### src/rtl/pipe_ctrl.sv
// Pipeline sequencing controller: merges per-stage stall requests, sequences
// exception/ERET redirects (freeze, flush, fetch drain) and counts stall cycles.
module pipe_ctrl #(
  parameter logic [31:0] EXC_VECTOR = 32'hBFC0_0380,
  parameter logic [31:0] ERET_CODE  = 32'h0000_000E
) (
  input  logic        clk,
  input  logic        rst,
  input  logic        stallreq_if,
  input  logic        stallreq_id,
  input  logic        stallreq_ex,
  input  logic        stallreq_mem,
  input  logic [31:0] mem_excepttype,
  input  logic [31:0] cp0_epc,
  input  logic        ibus_busy,
  output logic [5:0]  stall,
  output logic        flush,
  output logic [31:0] new_pc,
  output logic        discard_fetch,
  output logic [31:0] stall_cnt
);

  localparam int unsigned STW = 3;
  localparam int unsigned AW  = 32;

  localparam logic [STW-1:0] RUN    = 3'd0;
  localparam logic [STW-1:0] HOLD   = 3'd1;
  localparam logic [STW-1:0] FREEZE = 3'd2;
  localparam logic [STW-1:0] FLUSH  = 3'd3;
  localparam logic [STW-1:0] DRAIN  = 3'd4;

  logic [STW-1:0] state_q;
  logic [STW-1:0] state_d;
  logic [AW-1:0]  target_q;
  logic           exc_c;

  assign exc_c = (mem_excepttype != '0);

  // Next-state and stall vector; stall is combinational from requests in RUN
  always_comb begin
    state_d = state_q;
    stall   = 6'b000000;
    case (state_q)
      RUN: begin
        if (stallreq_mem)     stall = 6'b011111;
        else if (stallreq_ex) stall = 6'b001111;
        else if (stallreq_id) stall = 6'b000111;
        else if (stallreq_if) stall = 6'b000011;
        if (exc_c) state_d = stallreq_mem ? HOLD : FREEZE;
      end
      HOLD: begin
        stall = 6'b111111;
        if (!stallreq_mem) state_d = FREEZE;
      end
      FREEZE: begin
        stall   = 6'b111111;
        state_d = FLUSH;
      end
      FLUSH: begin
        stall   = 6'b000000;
        state_d = ibus_busy ? DRAIN : RUN;
      end
      DRAIN: begin
        stall = 6'b000011;
        if (!ibus_busy) state_d = RUN;
      end
      default: state_d = RUN;
    endcase
  end

  always_ff @(posedge clk) begin
    if (rst) state_q <= RUN;
    else     state_q <= state_d;
  end

  // Redirect target is captured only at detection; later exceptions are ignored
  always_ff @(posedge clk) begin
    if (rst) begin
      target_q <= '0;
    end else if (state_q == RUN && exc_c) begin
      target_q <= (mem_excepttype == ERET_CODE) ? cp0_epc : EXC_VECTOR;
    end
  end

  // Flush/new_pc/discard are decoded from the next state so they are pure flops
  always_ff @(posedge clk) begin
    if (rst) begin
      flush         <= 1'b0;
      new_pc        <= '0;
      discard_fetch <= 1'b0;
    end else begin
      flush         <= (state_d == FLUSH);
      new_pc        <= (state_d == FLUSH) ? target_q : '0;
      discard_fetch <= (state_d == DRAIN);
    end
  end

  // Saturating count of cycles with the PC held
  always_ff @(posedge clk) begin
    if (rst) begin
      stall_cnt <= '0;
    end else if (stall[0] && (stall_cnt != 32'hFFFF_FFFF)) begin
      stall_cnt <= stall_cnt + 32'd1;
    end
  end

endmodule

### config.mk
export PLATFORM = sky130hd
export DESIGN_NAME = pipe_ctrl
export DESIGN_NICKNAME = d
export VERILOG_FILES = /design/src/rtl/pipe_ctrl.sv
export SDC_FILE = /design/constraint.sdc
export NUM_CORES = 1
export LEC_CHECK = 0
export BUFFER_PORTS_ARGS = -buffer_cell sky130_fd_sc_hd__buf_4
export CAP_MARGIN = 15
export CORE_UTILIZATION = 35
export CTS_CLUSTER_SIZE = 14
export DETAILED_ROUTE_END_ITERATION = 6
export GPL_TIMING_DRIVEN = 1
export MAX_ROUTING_LAYER = met4
export PLACE_DENSITY = 0.69
export SETUP_SLACK_MARGIN = 0.15
export SLEW_MARGIN = 20
export SYNTH_ARGS = -nofsm -noshare
export SYNTH_HDL_FRONTEND = slang
export SYNTH_SLANG_ARGS = --single-unit
### constraint.sdc
create_clock -name clk -period 3.6 [get_ports clk]
set_input_delay 0.18 -clock clk [delete_from_list [all_inputs] [get_ports clk]]
set_output_delay 0.18 -clock clk [all_outputs]
set_load 0.05 [all_outputs]
==> impl_metrics.toml <==
[synthesis]
ys_seq_area_share_pct = 51.9
synth_flop_cell = "dfxtp_1"
synth_area_um2 = 3900
synth_warnings = 0
ys_ff_latch = 101
ys_types = 51
synth_cells = 410
async_flop_share_pct = 0
syn_nets = 482
post_synth.cell_area_avg_um2 = 9.51
synth_edf_count = 0

[floorplan]
die_y_um = 108
core_um2 = 10800
die_w_um = 108
start_util_pct = 36.0
row_count = 38
die_area_um2 = 11600
pin_count = 143

[run]
maxCapViolCount = 0

[setup_path]
cp_data_required_time_ps = 3850
worstPathMaxFanout = 16
r2r-start = "stall_cnt[20]$_SDFFE_PP0P_"
start_kind = "register"
reg2reg_slack_ps = 930
critPathCaptureType = "register"
crit_type = "reg -> reg"
critPathArrivalTime_ps = 2920
reg2reg_depth = 6
timing.rr.end = "stall_cnt[1]$_SDFFE_PP0P_"
crit_start = "stall_cnt[20]$_SDFFE_PP0P_"

[timing]
period_share_pct = 74.1
finalCriticalPeriod_ps = 2670
setup_viol = 0
slew_headroom_pct = 62.3
finalWorstSetupSlack_ps = 931
slew_viol_final = 0
fmax_mhz = 375
tns_ps = 0
skew_ps = 7.71
hold_viol = 0
rsz0062_at_grt = "no"
tightestPinTransition_ps = 565

[grt]
track_usage_pct = 17.0
antenna_found_initial = 0
grt_pass1_wl_um = 15100
grt_max_degree = 54
gr-total-overflow = 0
grt_pass1_vias = 3260

[clocking]
root_buffer = "clkbuf_8"
clk_latency_ps = 370
htreeDepth = 3
cts.clk_slew.worst_paths_ps = 110
clockBufferDepth = 2
clock_sinks = 101
cts_resized = 0
ctsHoldBuffers = 3
cts_inserted_buffers = 9
cts_tree = "built"
cts_setup_buffers = 0

[finish]
fin_cells = 691
multi_input_area_um2 = 1740
areaGrowthSynthToFinish_pct = 35.9
layout-drive-gt1-share_pct = 31.4
antennaDiodeCount = 0
final_nets = 618
seq_area_um2 = 2020
nFillCells = 1023

[hold_path]
whs_endpoint = "target_q[17]$_SDFFE_PP0P_"
hold_path_depth = 2
min_from = "cp0_epc[17]"
hold_path_class = "in -> reg"

[power]
design_power_total_uw = 2130
p_leak_uw = 0.00218
power_density_nw_per_um2 = 402
vdd_drop_max_v = 0.000213

[status]
status = "complete, no violations"

[place]
dp_slack_ps = 980
dp_cells = 671
routabilityCongestion = 0.811
post-dp-hpwl_um = 6690
port_buffers = 142

[route]
wl_per_cell_um = 13.5
dr.pass1.iters = 4
viasPerCell = 5.03
routed_wl_um = 9330
vias = 3476
final_antenna_net_count = 0
drcViolationCount = 0
initialDrtViolationCount = 114
critical path: stages (launching register included):
cell and delay (ps):
dfxtp_1 450, nand4_1 360, or4_4 650, o31ai_4 540, buf_4 310, mux2i_1 200
nor2_1 50
layout by cell type (no fill, tap or decap), types with 3 or more instances in the layout:
master	instances
nand2_1	12
nand4_1	10
nor3_1	17
nor4_1	11
a21oi_1	24
clkbuf_8	9
nand3_1	12
dfxtp_1	101
and2_1	33
inv_1	4
buf_4	147
nor2b_1	16
o21ai_1	17
dlygate4sd3_1	4
and3_1	5
or3_1	21
inv_8	3
and4_1	4
o21ai_0	3
xnor2_1	3
nor2_1	32
xor2_1	3
a22o_1	20
kinds of logic after synthesis:
family	count (synthesis)	synth area share (%)
xor gates and xnor gates	6	1.35
DFF	101	51.9
and+or+nand+nor	182	26.2
adders and majority gates	1	0.321
muxes	4	1.22
buffers and inverters	31	3.76
AOI/OAI and AO/OA	85	15.2
routing by layer:
| layer | GRT usage, % | share of wire (%) | up-vias |
|---|---|---|---|
| li1 | - | - | 1740 |
| met4 | 5.09 | 0.98 | 0 |
| met3 | 4.24 | 6.5 | 11 |
| met1 | 20.1 | 45 | 1607 |
| met5 | - | 0 | - |
| met2 | 28.5 | 47 | 118 |
worst max-delay path by stage:
stage	cells after the start	slack, ps	to
CTS	6	950	stall_cnt[1]$_SDFFE_PP0P_
global placement	6	1070	stall_cnt[1]$_SDFFE_PP0P_
finish	6	930	stall_cnt[1]$_SDFFE_PP0P_
floorplan	6	1230	stall_cnt[17]$_SDFFE_PP0P_
global route	6	740	stall_cnt[1]$_SDFFE_PP0P_
detailed placement	6	980	stall_cnt[1]$_SDFFE_PP0P_
stage by stage:
step	utilization (%)	area, µm²	hold WS [ps]
floorplan	-	3900	313
detailed placement	46.7	5060	400
global route	48.9	5300	0.260
global placement	46.7	5060	402
CTS	48.8	5290	0.913
finish	48.9	5300	21.7
flip-flops by register name, indices dropped and copies added (netlist names):
register / count
new_pc: 32
stall_cnt: 32
target_q: 32
state_q: 3
discard_fetch: 1
flush: 1
Yosys cell counts, types with 5 or more instances:
| library cell | instances | area, µm² |
|---|---|---|
| dfxtp_1 | 101 | 2020 |
| and2_1 | 33 | 206 |
| nor2_1 | 32 | 120 |
| a21oi_1 | 24 | 120 |
| or3_1 | 21 | 131 |
| a22o_1 | 20 | 175 |
| nor3_1 | 18 | 90.1 |
| o21ai_1 | 17 | 85.1 |
| nor2b_1 | 16 | 100 |
| clkbuf_1 | 15 | 56.3 |
| nand2_1 | 12 | 45.0 |
| nand3_1 | 12 | 60.1 |
| nor4_1 | 11 | 68.8 |
| nand4_1 | 10 | 62.6 |
| buf_2 | 6 | 30.0 |
| and3_1 | 5 | 31.3 |
final cells by class:
class | count | area share (%)
Multi-Input combinational cell | 278 | 32.9
Clock buffer | 9 | 2.34
Clock inverter | 7 | 1.39
Inverter | 5 | 0.354
Tap cell | 140 | 3.31
Timing Repair Buffer | 151 | 21.6
Sequential cell | 101 | 38.2
where the power goes:
part           total, µW  switching, µW  internal (µW)
Clock                706            432            274
Sequential          1160           20.9           1140
Combinational        261            151            111
Power figures use the tool's default switching activity.
